## config.mk

```make
export PLATFORM = sky130hd
export DESIGN_NAME = ram_arbiter_flat
export DESIGN_NICKNAME = d
export VERILOG_FILES = /design/src/rtl/ram_arbiter_if.sv /design/src/rtl/ram_arbiter.sv /design/src/flat_wrapper.sv
export SDC_FILE = /design/constraint.sdc
export NUM_CORES = 1
export LEC_CHECK = 0
export BUFFER_PORTS_ARGS = -buffer_cell sky130_fd_sc_hd__buf_4
export CORE_AREA = 4 4 103 105
export DETAILED_ROUTE_END_ITERATION = 10
export DIE_AREA = 0 0 107 109
export PLACE_DENSITY_LB_ADDON = 0.05
export SYNTH_ARGS = -nofsm -noshare
export SYNTH_HDL_FRONTEND = slang
export SYNTH_SLANG_ARGS = --single-unit
```

## constraint.sdc

```tcl
create_clock -name clk -period 4.4 [get_ports clk]
set_input_delay 0.22 -clock clk [delete_from_list [all_inputs] [get_ports clk]]
set_output_delay 0.22 -clock clk [all_outputs]
set_load 0.005 [all_outputs]
```

## src/rtl/ram_arbiter_if.sv

```systemverilog
// ram_arbiter_if: bundles both requester channels and the RAM port of the
// two-requester RAM arbiter.
//   a_* / b_*   : requester channels (req, write, addr, wdata in;
//                 gnt, rvalid, err out)
//   rdata       : shared read-data return
//   ram_*       : RAM strobes, address, write data and registered read data
// Modports:
//   slave  - the arbiter side
//   master - the requesters plus the RAM model
interface ram_arbiter_if;
    logic        a_req;
    logic        a_write;
    logic [31:0] a_addr;
    logic [31:0] a_wdata;
    logic        a_gnt;
    logic        a_rvalid;
    logic        a_err;

    logic        b_req;
    logic        b_write;
    logic [31:0] b_addr;
    logic [31:0] b_wdata;
    logic        b_gnt;
    logic        b_rvalid;
    logic        b_err;

    logic [31:0] rdata;

    logic        ram_read;
    logic        ram_write;
    logic [31:0] ram_address;
    logic [31:0] ram_dataIn;
    logic [31:0] ram_rdata;

    modport slave (
        input  a_req, a_write, a_addr, a_wdata,
        input  b_req, b_write, b_addr, b_wdata,
        input  ram_rdata,
        output a_gnt, a_rvalid, a_err,
        output b_gnt, b_rvalid, b_err,
        output rdata,
        output ram_read, ram_write, ram_address, ram_dataIn
    );

    modport master (
        output a_req, a_write, a_addr, a_wdata,
        output b_req, b_write, b_addr, b_wdata,
        output ram_rdata,
        input  a_gnt, a_rvalid, a_err,
        input  b_gnt, b_rvalid, b_err,
        input  rdata,
        input  ram_read, ram_write, ram_address, ram_dataIn
    );
endinterface

```

## src/rtl/ram_arbiter.sv

```systemverilog
// ram_arbiter: arbitrates two requesters (A, B) onto a single-port RAM with
// a registered read output. One access is accepted per cycle; a requester
// keeps ownership for up to MAX_BURST consecutive grants while the other
// waits. Accesses at or above ADDR_LIMIT are accepted but never reach the
// RAM; they return rvalid with err one cycle later.
// Ports:
//   clk     - clock, all state on posedge
//   reset_n - asynchronous active-low reset
//   bus     - ram_arbiter_if.slave: requester channels and RAM port
module ram_arbiter #(
    parameter int MAX_BURST  = 4,
    parameter int ADDR_LIMIT = 32
) (
    input  logic           clk,
    input  logic           reset_n,
    ram_arbiter_if.slave   bus
);

    localparam int CNT_W = $clog2(MAX_BURST + 1);
    localparam logic [CNT_W-1:0] MAX_CNT = CNT_W'(MAX_BURST);

    typedef enum logic [1:0] {IDLE, OWN_A, OWN_B} state_t;
    typedef enum logic {OWNER_A, OWNER_B} owner_t;

    state_t           state;
    owner_t           last_owner;
    logic [CNT_W-1:0] burst_cnt;

    logic gnt_a, gnt_b;
    logic a_oor, b_oor;
    logic burst_open;
    logic a_rvalid_q, a_err_q, b_rvalid_q, b_err_q;

    assign a_oor      = bus.a_addr >= 32'(ADDR_LIMIT);
    assign b_oor      = bus.b_addr >= 32'(ADDR_LIMIT);
    assign burst_open = burst_cnt < MAX_CNT;

    // Grant decision; gated by reset_n so nothing is granted while the
    // asynchronous reset is held even though requests may be present.
    always_comb begin
        gnt_a = 1'b0;
        gnt_b = 1'b0;
        case (state)
            IDLE: begin
                if (bus.a_req && bus.b_req) begin
                    gnt_a = (last_owner == OWNER_B);
                    gnt_b = (last_owner == OWNER_A);
                end else begin
                    gnt_a = bus.a_req;
                    gnt_b = bus.b_req;
                end
            end
            OWN_A: begin
                gnt_a = bus.a_req && (!bus.b_req || burst_open);
                gnt_b = bus.b_req && !gnt_a;
            end
            OWN_B: begin
                gnt_b = bus.b_req && (!bus.a_req || burst_open);
                gnt_a = bus.a_req && !gnt_b;
            end
            default: begin
                gnt_a = 1'b0;
                gnt_b = 1'b0;
            end
        endcase
        gnt_a = gnt_a && reset_n;
        gnt_b = gnt_b && reset_n;
    end

    // RAM port: only a granted in-range access strobes the RAM.
    always_comb begin
        bus.ram_read    = 1'b0;
        bus.ram_write   = 1'b0;
        bus.ram_address = '0;
        bus.ram_dataIn  = '0;
        if (gnt_a) begin
            bus.ram_read    = !bus.a_write && !a_oor;
            bus.ram_write   =  bus.a_write && !a_oor;
            bus.ram_address = bus.a_addr;
            bus.ram_dataIn  = bus.a_wdata;
        end else if (gnt_b) begin
            bus.ram_read    = !bus.b_write && !b_oor;
            bus.ram_write   =  bus.b_write && !b_oor;
            bus.ram_address = bus.b_addr;
            bus.ram_dataIn  = bus.b_wdata;
        end
    end

    always_ff @(posedge clk or negedge reset_n) begin
        if (!reset_n) begin
            state      <= IDLE;
            last_owner <= OWNER_B;
            burst_cnt  <= '0;
            a_rvalid_q <= 1'b0;
            a_err_q    <= 1'b0;
            b_rvalid_q <= 1'b0;
            b_err_q    <= 1'b0;
        end else begin
            // Reads and any out-of-range access return a response next cycle.
            a_rvalid_q <= gnt_a && (!bus.a_write || a_oor);
            a_err_q    <= gnt_a && a_oor;
            b_rvalid_q <= gnt_b && (!bus.b_write || b_oor);
            b_err_q    <= gnt_b && b_oor;

            if (gnt_a) begin
                state      <= OWN_A;
                last_owner <= OWNER_A;
                if (state == OWN_A)
                    burst_cnt <= burst_open ? burst_cnt + 1'b1 : burst_cnt;
                else
                    burst_cnt <= CNT_W'(1);
            end else if (gnt_b) begin
                state      <= OWN_B;
                last_owner <= OWNER_B;
                if (state == OWN_B)
                    burst_cnt <= burst_open ? burst_cnt + 1'b1 : burst_cnt;
                else
                    burst_cnt <= CNT_W'(1);
            end else if (state != IDLE) begin
                // last_owner already holds the owner that just went quiet.
                state     <= IDLE;
                burst_cnt <= '0;
            end
        end
    end

    assign bus.a_gnt    = gnt_a;
    assign bus.b_gnt    = gnt_b;
    assign bus.a_rvalid = a_rvalid_q;
    assign bus.a_err    = a_err_q;
    assign bus.b_rvalid = b_rvalid_q;
    assign bus.b_err    = b_err_q;
    assign bus.rdata    = bus.ram_rdata;

endmodule

```

## src/flat_wrapper.sv

```systemverilog
// flat-port wrapper written by rule: the top's interface ports become plain ports
module ram_arbiter_flat 
#(
    parameter int MAX_BURST  = 4,
    parameter int ADDR_LIMIT = 32
)
  (clk, reset_n, bus_a_req, bus_a_write, bus_a_addr, bus_a_wdata, bus_b_req, bus_b_write, bus_b_addr, bus_b_wdata, bus_ram_rdata, bus_a_gnt, bus_a_rvalid, bus_a_err, bus_b_gnt, bus_b_rvalid, bus_b_err, bus_rdata, bus_ram_read, bus_ram_write, bus_ram_address, bus_ram_dataIn);
  ram_arbiter_if bus_i ();
  input  logic clk;
  input  logic reset_n;
  input wire logic [$bits(bus_i.a_req)-1:0] bus_a_req;
  input wire logic [$bits(bus_i.a_write)-1:0] bus_a_write;
  input wire logic [$bits(bus_i.a_addr)-1:0] bus_a_addr;
  input wire logic [$bits(bus_i.a_wdata)-1:0] bus_a_wdata;
  input wire logic [$bits(bus_i.b_req)-1:0] bus_b_req;
  input wire logic [$bits(bus_i.b_write)-1:0] bus_b_write;
  input wire logic [$bits(bus_i.b_addr)-1:0] bus_b_addr;
  input wire logic [$bits(bus_i.b_wdata)-1:0] bus_b_wdata;
  input wire logic [$bits(bus_i.ram_rdata)-1:0] bus_ram_rdata;
  output wire logic [$bits(bus_i.a_gnt)-1:0] bus_a_gnt;
  output wire logic [$bits(bus_i.a_rvalid)-1:0] bus_a_rvalid;
  output wire logic [$bits(bus_i.a_err)-1:0] bus_a_err;
  output wire logic [$bits(bus_i.b_gnt)-1:0] bus_b_gnt;
  output wire logic [$bits(bus_i.b_rvalid)-1:0] bus_b_rvalid;
  output wire logic [$bits(bus_i.b_err)-1:0] bus_b_err;
  output wire logic [$bits(bus_i.rdata)-1:0] bus_rdata;
  output wire logic [$bits(bus_i.ram_read)-1:0] bus_ram_read;
  output wire logic [$bits(bus_i.ram_write)-1:0] bus_ram_write;
  output wire logic [$bits(bus_i.ram_address)-1:0] bus_ram_address;
  output wire logic [$bits(bus_i.ram_dataIn)-1:0] bus_ram_dataIn;
  assign bus_i.a_req = bus_a_req;
  assign bus_i.a_write = bus_a_write;
  assign bus_i.a_addr = bus_a_addr;
  assign bus_i.a_wdata = bus_a_wdata;
  assign bus_i.b_req = bus_b_req;
  assign bus_i.b_write = bus_b_write;
  assign bus_i.b_addr = bus_b_addr;
  assign bus_i.b_wdata = bus_b_wdata;
  assign bus_i.ram_rdata = bus_ram_rdata;
  assign bus_a_gnt = bus_i.a_gnt;
  assign bus_a_rvalid = bus_i.a_rvalid;
  assign bus_a_err = bus_i.a_err;
  assign bus_b_gnt = bus_i.b_gnt;
  assign bus_b_rvalid = bus_i.b_rvalid;
  assign bus_b_err = bus_i.b_err;
  assign bus_rdata = bus_i.rdata;
  assign bus_ram_read = bus_i.ram_read;
  assign bus_ram_write = bus_i.ram_write;
  assign bus_ram_address = bus_i.ram_address;
  assign bus_ram_dataIn = bus_i.ram_dataIn;
  ram_arbiter #(.MAX_BURST(MAX_BURST), .ADDR_LIMIT(ADDR_LIMIT)) u_core (.clk(clk), .reset_n(reset_n), .bus(bus_i));
endmodule
```

After elaboration in Yosys (flattened, before gate mapping)
Cells that the tools add are included.
- register bits after elaboration: 10
- input port bits: 166
- output and inout port bits: 104
- word-level logic and storage cells: 68
- $add $sub $neg: 1
- magnitude comparators: 3
- eq/ne operators: 2
- mux-type cells: 23
- bitwise operators: 1
- reductions and logical operators: 31
- operator list (operator ; number):
    2-to-1 mux 32 bit ; 4
    >= comparator 32 x 6 -> 1 bit (second input constant) ; 2
    2-to-1 mux 3 bit ; 6
    logical AND 1 bit ; 15
    logical NOT 1 bit ; 8
    2-to-1 mux 1 bit ; 8
    2-to-1 mux 2 bit ; 3
    case mux 1 bit (3 select lines) ; 2
    logical OR 1 bit ; 4
    nonzero test 2 bit ; 2
    adder 3 x 1 -> 3 bit (second input constant) ; 1
    less-than comparator 3 bit (second input constant) ; 1
    nonzero test 3 bit ; 1
    == test 2 x 1 -> 1 bit (second input constant) ; 1
    == test 2 bit (second input constant) ; 1
    logical NOT 2 bit ; 1
    inverter 1 bit ; 1

Longest topological paths before layout
Gate-level depths: netlist (run 1).
- word-level depth: 9
- mapped depth: 7
- gate-level depth less buffers: 5

Worst setup path before layout (run 1)
No wires, ideal clock.
- path kind: register to output
- start: reg u_core.state[1]
- end: out bus_ram_read
- arrival: 1.647 ns
- data required time: 4.180 ns
- setup slack: 2.533 ns
- cell stages (with the launch flop): 8
- path buffers: 2
- path through: dfrtp_1 clkbuf_1 mux2_2 a31o_2 a21oi_4 buf_4 nand2_1 o22ai_1
- word-level cells in the longest chain between the ends: 5
- elaborated cells on any way between the ends: 9
- classes of those cells: eq/ne (2); mux (4); reduce/logical (3)
- ends and longest elaborated chain (what ; line ; source):
    start: declaration ; ram_arbiter.sv:25 ; state_t state;
    start signal: assignment ; ram_arbiter.sv:91 ; state <= IDLE;
    start signal: assignment ; ram_arbiter.sv:106 ; state <= OWN_A;
    start signal: assignment ; ram_arbiter.sv:113 ; state <= OWN_B;
    == test 2 bit, or another cell as far along ; ram_arbiter.sv:43 ; case (state)
    case mux 1 bit (3 select lines) * ; ram_arbiter.sv:43 ;
    logical AND 1 bit * ; ram_arbiter.sv:67 ; gnt_b = gnt_b && reset_n;
    via bus_b_gnt ; flat_wrapper.sv:23 ; output wire logic [$bits(bus_i.b_gnt)-1:0] bus_b_gnt;
    2-to-1 mux 1 bit * ; ram_arbiter.sv:81 ; end else if (gnt_b) begin
    2-to-1 mux 1 bit * ; ram_arbiter.sv:76 ; if (gnt_a) begin
    end: declaration ; flat_wrapper.sv:27 ; output wire logic [$bits(bus_i.ram_read)-1:0] bus_ram_read;
Mark *: on every way through the listed nets, which the timed path passes. The rest lies on a longest branch.

Worst setup path in the final report (run 1)
- start: reg u_core.burst_cnt[2]
- end: out bus_ram_read
- word-level cells in the longest chain between the ends: 9
- elaborated cells on any way between the ends: 15
- classes of those cells: order compare (1); mux (4); reduce/logical (10)
- ends and longest elaborated chain (what ; line ; source):
    start: declaration ; ram_arbiter.sv:27 ; logic [CNT_W-1:0] burst_cnt;
    start signal: assignment ; ram_arbiter.sv:109 ; burst_cnt <= burst_open ? burst_cnt + 1'b1 : burst_cnt;
    start signal: assignment ; ram_arbiter.sv:116 ; burst_cnt <= burst_open ? burst_cnt + 1'b1 : burst_cnt;
    less-than comparator 3 bit * ; ram_arbiter.sv:36 ; assign burst_open = burst_cnt < MAX_CNT;
    logical OR 1 bit ; ram_arbiter.sv:54 ; gnt_a = bus.a_req && (!bus.b_req || burst_open);
    logical AND 1 bit ; ram_arbiter.sv:54 ;
    logical NOT 1 bit ; ram_arbiter.sv:55 ; gnt_b = bus.b_req && !gnt_a;
    logical AND 1 bit ; ram_arbiter.sv:55 ;
    case mux 1 bit (3 select lines) ; ram_arbiter.sv:43 ;
    logical AND 1 bit ; ram_arbiter.sv:67 ;
    2-to-1 mux 1 bit ; ram_arbiter.sv:81 ;
    2-to-1 mux 1 bit * ; ram_arbiter.sv:76 ;
Mark *: on every way between the ends. The rest lies on a longest branch, timed or not.

==> results of run 1 <==
-- critical path, cell delays in order, from the launching register on --
cell and delay (ps):
dfrtp_1 540, mux2_2 370, a31o_2 240, a21oi_4 130, buf_4 610, nand2_1 100, o22ai_1 180, buf_4 130
-- through the flow --
step / hold slack (ps) / total power [mW] / cell area (um2) / std cells
finish: 172.1 / 0.5452 / 3049 / 491
global placement: 75.84 / 0.4383 / 2984 / 486
global route: 174.6 / 0.5855 / 3049 / 491
floorplan: -75.59 / 0.2533 / 1574 / 196
detailed placement: 75.37 / 0.4344 / 2984 / 486
CTS: 164.5 / 0.5556 / 3049 / 491
-- flip-flops by register name (all words and copies together), names as in the netlist --
name                 cells
u_core.state             2
u_core.bus.a_rvalid      1
u_core.bus.b_err         1
u_core.burst_cnt         3
u_core.last_owner        1
u_core.bus.b_rvalid      1
u_core.bus.a_err         1
-- cell usage in the layout, fill, tap and decap left out --
| master | Yosys | final |
|---|---|---|
| a21bo_2 | 1 | 1 |
| a21boi_0 | 3 | 3 |
| a21boi_1 | 1 | 1 |
| a21o_1 | 1 | 1 |
| a21oi_1 | 2 | 2 |
| a21oi_4 | 1 | 1 |
| a22o_1 | 64 | 64 |
| a31o_2 | 1 | 1 |
| a31oi_1 | 2 | 2 |
| a31oi_4 | 0 | 1 |
| buf_4 | 33 | 208 |
| clkbuf_8 | 0 | 4 |
| dfrtp_1 | 9 | 9 |
| dfstp_2 | 1 | 1 |
| dlygate4sd3_1 | 0 | 1 |
| ha_1 | 1 | 1 |
| inv_1 | 3 | 3 |
| mux2_2 | 2 | 2 |
| nand2_1 | 9 | 9 |
| nand2b_1 | 1 | 1 |
| nand3_1 | 7 | 7 |
| nand3b_1 | 1 | 1 |
| nand4_1 | 3 | 3 |
| nand4b_1 | 1 | 1 |
| nor2_1 | 6 | 6 |
| nor2b_1 | 2 | 2 |
| nor3_1 | 2 | 2 |
| nor4_1 | 13 | 13 |
| o211ai_1 | 1 | 1 |
| o21ai_0 | 3 | 3 |
| o22ai_1 | 1 | 1 |
| o31ai_1 | 1 | 1 |
| xnor2_1 | 1 | 1 |
-- power by group through the flow --
stage	clock network [mW]	registers (mW)	logic (mW)
after floorplan	0	0.111	0.143
after global placement	0	0.116	0.323
after detailed placement	0	0.115	0.319
after CTS	0.120	0.114	0.322
after global routing	0.126	0.115	0.344
final	0.115	0.114	0.316
-- routing by layer --
layer	track usage (%)	vias to the layer above	part of all wire, %
met5	0	-	0
met4	2.192	0	1.1
met3	4.026	8	7.6
met2	24.82	115	55
met1	14.97	970	36
li1	-	1058	-
-- synthesized netlist by cell type --
master	number	area [um2]
nand4b_1	1	8.760
buf_4	33	247.7
a21bo_2	1	10.01
o211ai_1	1	7.510
a21o_1	1	7.510
nand2b_1	1	6.260
a21boi_1	1	7.510
a31oi_1	2	12.51
o31ai_1	1	7.510
nand3_1	7	35.03
nor4_1	13	81.33
a22o_1	64	560.5
a31o_2	1	8.760
nand2_1	9	33.78
nor3_1	2	10.01
nand3b_1	1	7.510
a31oi_2	1	12.51
o21ai_0	3	15.01
dfstp_2	1	26.28
dfrtp_1	9	225.2
nor2_1	6	22.52
buf_2	9	45.04
a21oi_1	2	10.01
xnor2_1	1	8.760
nand4_1	3	18.77
nor2b_1	2	12.51
a21oi_4	1	16.27
ha_1	1	12.51
o22ai_1	1	6.260
clkbuf_1	9	33.78
mux2_2	2	22.52
a21boi_0	3	22.52
inv_1	3	11.26
-- cell families (layout without fill, tap and decap cells) --
family                     count (synthesis)  in the layout  share of synthesized area [%]
buffers and inverters                     54            216                          21.46
muxes                                      2              2                          1.431
DFF                                       10             10                          15.98
xor gates and xnor gates                   1              1                         0.5565
AOI/OAI and AO/OA                         83             83                          44.75
adders and majority gates                  1              1                         0.7948
and+or+nand+nor                           45             45                          15.02
-- layout make-up --
cell class | instances | area [um2] | area share [%]
well taps | 133 | 166.4 | 5.458
flip-flops and latches | 10 | 251.5 | 8.248
multi-input cells | 132 | 993.5 | 32.58
repair buffers | 209 | 1572 | 51.54
inverters | 3 | 11.26 | 0.3693
clock buffers | 4 | 55.05 | 1.806
-- how the worst min path moves through the flow --
stage                     depth (start not counted)         from                   to  slack, ps
after floorplan                                   0      reset_n  u_core.burst_cnt[0]        -80
after global placement                            1      reset_n      u_core.state[0]         80
after detailed placement                          1      reset_n     u_core.bus.a_err         80
after CTS                                         2  bus_b_write  u_core.bus.b_rvalid        160
after global routing                              2  bus_b_write  u_core.bus.b_rvalid        170
final                                             2  bus_b_write  u_core.bus.b_rvalid        170
-- timing repair --
item                                    4_1_cts  5_1_grt
hold buffers                                  1        0
endpoints found under the setup margin        0        0
hold endpoints to repair                      9        0
==> impl_metrics.tcl, run 1 <==
set metrics [dict create \
    crit_fanout 73 \
    cts_resized 0 \
    p_int_mw 0.3762 \
    ir_drop_uv 93.42 \
    nets 526 \
    antennaDiodeCount 0 \
    cts_made_buffers 3 \
    syn_area_per_cell_um2 8.031 \
    critPathKind "register to primary output" \
    cts_max_level 1 \
    hold_violations 0 \
    syn-instance-count 196 \
    status "completed" \
    hold_path_class "input port to register" \
    power.density_nw_per_um2 178.8 \
    synth_area_um2 1574 \
    crit_required_ps 4180 \
    wl_per_cell_um 17.47 \
    fillers 1040 \
    die-area_um2 11660 \
    gp_congestion 0.7378 \
    rsz0062_at_grt "no" \
    fin_util_pct 31.63 \
    gr-total-overflow 0 \
    cts_buffer_depth 2 \
    skew_ps 1.920 \
    drtAntennaViolNets 0 \
    design.core.area_um2 9639 \
    drive_gt1_share_pct 61.17 \
    grt_max_degree 74 \
    clock_latency_ps 230 \
    first_iter_violations 78 \
    fmax_mhz 359.6 \
    yosysWarningCount 0 \
    grt_pass1_vias 2219 \
    clock-sinks 10 \
    rr_worst_depth 6 \
    wl_um 8577 \
    relSlewSlack_pct 50.28 \
    maxCapViolCount 0 \
    fp.dieW_um 107 \
    arrival_ps 2560 \
    reg2reg_to "u_core.burst_cnt[2]" \
    slew_viol_final 0 \
    swShare_pct 30.99 \
    crit_end "bus_ram_read" \
    power_frac_seq_pct 20.8 \
    track_usage_pct 13.23 \
    r2r-start "u_core.burst_cnt[2]" \
    setup_violations 0 \
    die_y_um 109 \
    comb_power_share_pct 58.0 \
    drc_errors 0 \
    hpwl_um 7203 \
    worstMarginPinSlew_ps 745.8 \
    antenna_found_initial 0 \
    io_pins 270 \
    synth_nets 363 \
    synthDistinctLibCells 33 \
    portBuffers 205 \
    p_leak_nw 1.546 \
    end_kind "primary output" \
    start_util_pct 16.33 \
    switchingPower_mw 0.1690 \
    cp-start-kind "register" \
    tns_ps 0 \
    place_worst_setup_slack_ps 1857 \
    row_count 36 \
    grt_pass1_wl_um 12160 \
    period_needed_ps 2781 \
    dr.pass1.iters 4 \
    vias 2151 \
    cts_setup_buffers 0 \
    synth_seq_cells 10 \
    pwr-share-clk_pct 21.2 \
    via_per_inst 4.381 \
    reg2reg_setup_slack_ps 1980 \
    cts-root-buf "clkbuf_8" \
    crit_start "u_core.burst_cnt[2]" \
    clk_pin_slew_ps 50 \
    synth_seq_area_share_pct 15.98 \
    area_growth_pct 93.72 \
    tritoncts "done" \
    period_share_pct 63.20 \
    worst_slack_ps 1619 \
]
(Power assumes the default switching activity.)
==> inputs of run 2 (changes only) <==
==> constraint.sdc (replaced) <==
create_clock -name clk -period 2.75 [get_ports clk]
set_input_delay 0.1375 -clock clk [delete_from_list [all_inputs] [get_ports clk]]
set_output_delay 0.1375 -clock clk [all_outputs]
set_load 0.005 [all_outputs]
==> impl_metrics.tcl, run 2 (synthesis results as in run 1) <==
set metrics [dict create \
    status "completed" \
    track_usage_pct 13.46 \
    rr_worst_depth 6 \
    io_pins 270 \
    cts_setup_buffers 0 \
    drtAntennaViolNets 0 \
    period_needed_ps 2429 \
    tns_ps 0 \
    wl_per_cell_um 17.65 \
    design.core.area_um2 9639 \
    cts_made_buffers 3 \
    power_mw 0.8896 \
    largest_register_ffs 3 \
    reg.largest.list "u_core.burst_cnt: 3 flops, u_core.state: 2 flops" \
    gp_congestion 0.7638 \
    fp.dieW_um 107 \
    area_growth_pct 96.58 \
    power.density_nw_per_um2 287.5 \
    cts-root-buf "clkbuf_8" \
    worst_slack_ps 320.9 \
    critPathSlowestCell "dfrtp_1" \
    die_y_um 109 \
    end_kind "primary output" \
    antenna_found_initial 0 \
    setup_violations 0 \
    final_common_cell "buf_4" \
    start_util_pct 16.33 \
    cts_buffer_depth 2 \
    via_per_inst 4.470 \
    grt_pass1_wl_um 12410 \
    maxCapViolCount 0 \
    clock_latency_ps 240 \
    place_worst_setup_slack_ps 577.9 \
    path_cells "mux2_2 > a31o_2 > a21oi_4 > buf_4 > a22o_1 > buf_4" \
    place_area_um2 3029 \
    antennaDiodeCount 0 \
    ir_drop_uv 107.3 \
    dr.pass1.iters 4 \
    arrival_ps 2290 \
    hpwl_um 7355 \
    hold_violations 0 \
    critPathKind "register to primary output" \
    layout_common_cells "buf_4 (206), a22o_1 (64), nor4_1 (13), nand2_1 (9), dfrtp_1 (9)" \
    portBuffers 205 \
    layout.cells.non_filler 492 \
    p_leak_nw 1.562 \
    first_iter_violations 101 \
    crit_required_ps 2610 \
    path_common_cell "buf_4" \
    grt_pass1_vias 2289 \
    gr-total-overflow 0 \
    rsz0062_at_grt "no" \
    row_count 36 \
    vias 2199 \
    period_share_pct 88.33 \
    drive_gt1_share_pct 61.28 \
    worstMarginPinSlew_ps 428.9 \
    wl_um 8683 \
    slew_viol_final 0 \
    relSlewSlack_pct 71.41 \
    hold_path_class "input port to register" \
    grt_max_degree 39 \
    cpLargestDelayFamily "compound AO/OA/AOI/OAI gates" \
    cp.depth 6 \
    crit_fanout 35 \
    final_cell_area_um2 3094 \
    regMostFlops "u_core.burst_cnt" \
    fmax_mhz 411.7 \
    dpl.cell_count 487 \
    drc_errors 0 \
    crit_buf_inv 2 \
    tritoncts "done" \
    skew_ps 4.515 \
    clk_pin_slew_ps 50 \
    cts_max_level 1 \
    holdPathStages 2 \
    nets 527 \
    clock-sinks 10 \
    die-area_um2 11660 \
    critPathMaxStageDelay_ps 540 \
    cp-start-kind "register" \
]
-- run 2: cell count changes in the layout (fill, tap and decap cells not counted) --
cell | previous run | this run
buf_12 | 0 | 3
buf_4 | 208 | 206
-- run 2: stage by stage --
stage	util [%]	hold slack, ps
2_1_floorplan	-	-158.1
3_3_place_gp	31.43	-6.608
3_5_place_dp	31.43	-9.958
4_1_cts	32.10	82.07
5_1_grt	32.10	92.38
6_report	32.10	89.35
-- run 2: final timing paths --
path	startpoint	to	slack (ps)
min in group asynchronous	reset_n	u_core.burst_cnt[2]	290
min reg2reg	u_core.burst_cnt[1]	u_core.burst_cnt[1]	520
max	u_core.burst_cnt[2]	bus_ram_dataIn[6]	320
max in group asynchronous	reset_n	u_core.last_owner	2230
min	bus_b_write	u_core.bus.b_rvalid	90
max reg2reg	u_core.burst_cnt[2]	u_core.burst_cnt[2]	760
-- run 2: per-layer routing --
metal	GRT usage, %	vias to the layer above	wire length (um)
met5	0	-	0
met1	15.00	1000	3077
met2	24.69	124	4744
li1	-	1063	-
met4	3.379	0	125
met3	4.440	12	735
-- run 2: cell type report --
cell class,instances,area [um2]
fill,1056,6545
timing repair buffer,210,1617
multi-input combinational,132,993.5
sequential,10,251.5
tap,133,166.4
clock buffer,4,55.05
inverter,3,11.26
-- run 2: power breakdown --
group / switching [mW] / total, mW / internal, mW
logic: 0.198 / 0.518 / 0.320
clock network: 0.0621 / 0.188 / 0.126
registers: 0.0169 / 0.183 / 0.166
-- run 2: repair_timing --
item | 4_1_cts | 5_1_grt
endpoints found under the hold margin | 10 | 0
hold buffers | 1 | 0
gates resized for setup | 0 | 0
==> inputs of run 3 (changes only) <==
--- a/config.mk
+++ b/config.mk
@@ -5,10 +5,11 @@
 export SDC_FILE = /design/constraint.sdc
 export NUM_CORES = 1
 export LEC_CHECK = 0
+export ABC_AREA = 1
 export BUFFER_PORTS_ARGS = -buffer_cell sky130_fd_sc_hd__buf_4
-export CORE_AREA = 4 4 103 105
+export CORE_AREA = 4 4 102 104
 export DETAILED_ROUTE_END_ITERATION = 10
-export DIE_AREA = 0 0 107 109
+export DIE_AREA = 0 0 106 108
 export PLACE_DENSITY_LB_ADDON = 0.05
 export SYNTH_ARGS = -nofsm -noshare
 export SYNTH_HDL_FRONTEND = slang
==> impl_metrics.tcl, run 3 <==
set metrics [dict create \
    worstMarginPinSlew_ps 479.3 \
    clock_latency_ps 230 \
    hp-start "bus_b_write" \
    synth_area_leader_cell "nand2_1" \
    place_area_um2 3268 \
    yosys-top-cells-area "nand2_1 (37%), buf_4 (15%), dfrtp_1 (12%)" \
    cts_made_buffers 3 \
    crit_required_ps 2610 \
    crit_end "bus_ram_write" \
    track_usage_pct 13.58 \
    grt_pass1_vias 2568 \
    row_count 36 \
    layout_common_cells "buf_4 (205), nand2_1 (192), nor2_1 (34), inv_1 (30), nand3_1 (14)" \
    design.core.area_um2 9549 \
    cp.depth 8 \
    fp.dieW_um 106 \
    tns_ps 0 \
    period_share_pct 84.24 \
    portBuffers 205 \
    drive_gt1_share_pct 43.07 \
    end_kind "primary output" \
    hpwl_um 7268 \
    skew_ps 1.980 \
    r2r-start "u_core.state[1]" \
    ir_drop_uv 131.8 \
    syn-instance-count 363 \
    arrival_ps 2180 \
    grt_pass1_wl_um 12680 \
    syn_area_per_cell_um2 5.298 \
    regMostFlops "u_core.burst_cnt" \
    p_leak_nw 1.992 \
    path_common_cell "nand3_1" \
    fmax_mhz 431.7 \
    async_reset_ff_share_pct 100.0 \
    cts_resized 0 \
    synth_edf_count 0 \
    yosysWarningCount 0 \
    dr.pass1.iters 4 \
    cpLargestDelayFamily "simple AND/OR/NAND/NOR gates" \
    relSlewSlack_pct 68.05 \
    drc_errors 0 \
    gr-total-overflow 0 \
    synth_ff_type "dfrtp_1" \
    area_growth_pct 73.32 \
    clock-sinks 10 \
    crit_buf_inv 2 \
    die-area_um2 11450 \
    clk_pin_slew_ps 50 \
    fin_util_pct 34.91 \
    antennaDiodeCount 0 \
    period_needed_ps 2317 \
    cp-start-kind "register" \
    synth_simple_gate_area_share_pct 51.79 \
    wl_um 8664 \
    path_cells "nor2_1 > nand2_1 > nand3_1 > nand2_2 > inv_6 > nand3_1 > a21oi_2 > buf_4" \
    critPathSlowestCell "dfrtp_1" \
    hold_violations 0 \
    nets 695 \
    rr_worst_depth 7 \
    first_iter_violations 92 \
    cts.hold.buffers_added 1 \
    reg.largest.list "u_core.burst_cnt: 3 flops, u_core.state: 2 flops" \
    synth_nets 530 \
    crit_fanout 64 \
    cts_buffer_depth 2 \
    slew_viol_final 0 \
    hold-worst-slack_ps 92.42 \
    tritoncts "done" \
    critPathKind "register to primary output" \
    status "completed" \
    drtAntennaViolNets 0 \
    synth_common_cells "nand2_1 (192), buf_4 (38), nor2_1 (34)" \
    io_pins 270 \
    synth_area_um2 1923 \
    cts-root-buf "clkbuf_8" \
    reg2reg_to "u_core.burst_cnt[2]" \
    power.density_nw_per_um2 307.0 \
    vias 2676 \
    final_common_cell "buf_4" \
    maxCapViolCount 0 \
    cts_max_level 1 \
    wl_per_cell_um 13.13 \
    synth_top_cell_area_share_pct 37.48 \
    fillers 1153 \
    via_per_inst 4.055 \
    synth_most_common_cell "nand2_1" \
    crit_start "u_core.state[1]" \
    synth_seq_cells 10 \
    rsz0062_at_grt "no" \
    grt_max_degree 65 \
    synthXorXnorAreaFrac_pct 0.4554 \
    reg2reg_setup_slack_ps 900 \
    setup_violations 0 \
    start_util_pct 20.14 \
    final_cell_area_um2 3333 \
    critPathMaxStageDelay_ps 420 \
    yosys.area_share.adder_pct 0.6506 \
    synth_compound_area_share_pct 7.092 \
    synthMuxAreaShare_pct 0.5205 \
    synth_top_family_by_area "simple AND/OR/NAND/NOR gates" \
    synth_seq_area_share_pct 13.08 \
    gp_congestion 0.7898 \
    largest_register_ffs 3 \
    antenna_found_initial 0 \
    hold_path_class "input port to register" \
    synthDistinctLibCells 25 \
    die_y_um 108 \
    cts_setup_buffers 0 \
]
run 3: changes by cell type after synthesis, sizes merged, moves of 2 or more:
cell,delta
a21boi,-4
a22o,-64
a31oi,-3
buf,+5
clkbuf,-9
inv,+29
mux2,-2
nand2,+187
nand3,+8
nor2,+29
nor2b,-2
nor3,-2
nor4,-13
o21ai,+13
run 3: area by class of cell:
class	instances	area [um2]	share of cell area [%]
Clock buffer	4	55.05	1.652
Sequential cell	10	251.5	7.545
Inverter	32	127.6	3.829
Timing Repair Buffer	207	1569	47.07
Tap cell	133	166.4	4.992
Multi-Input combinational cell	274	1164	34.91
run 3: where the power goes:
group | leakage, nW | internal [mW] | switching [mW]
sequential | 0.130 | 0.175 | 0.0169
combinational | 1.83 | 0.348 | 0.301
clock | 0.0288 | 0.126 | 0.0564
total | 1.99 | 0.649 | 0.375
run 3: worst min path at each step:
stage / cells past startpoint / slack (ps) / end
global placement: 1 / -20 / u_core.bus.a_rvalid
global route: 2 / 100 / u_core.bus.b_rvalid
detailed placement: 1 / -20 / u_core.bus.a_rvalid
floorplan: 0 / -160 / u_core.burst_cnt[0]
finish: 2 / 90 / u_core.bus.b_rvalid
CTS: 2 / 80 / u_core.bus.b_rvalid
run 3: routing by layer:
layer  global-route usage [%]  routed length (um)
met1                    15.20                3287
met2                    24.04                4185
met3                    5.015                1010
met4                    4.255                 180
met5                        0                   0
run 3: per-stage QoR:
step	cells	setup WS, ps	power [mW]
floorplan	363	1385	0.5171
global placement	655	729.9	0.8557
detailed placement	655	655.9	0.8561
CTS	660	390.9	1.048
global route	660	168.7	1.119
finish	660	433.4	1.023
run 3: cell families (layout without fill, tap and decap cells):
kind of cell,after synthesis,in the layout
compound gates,21,21
xor+xnor,1,1
fa+ha+maj,1,1
buf+inv,79,243
flops,10,10
mux,1,1
simple gates,250,250
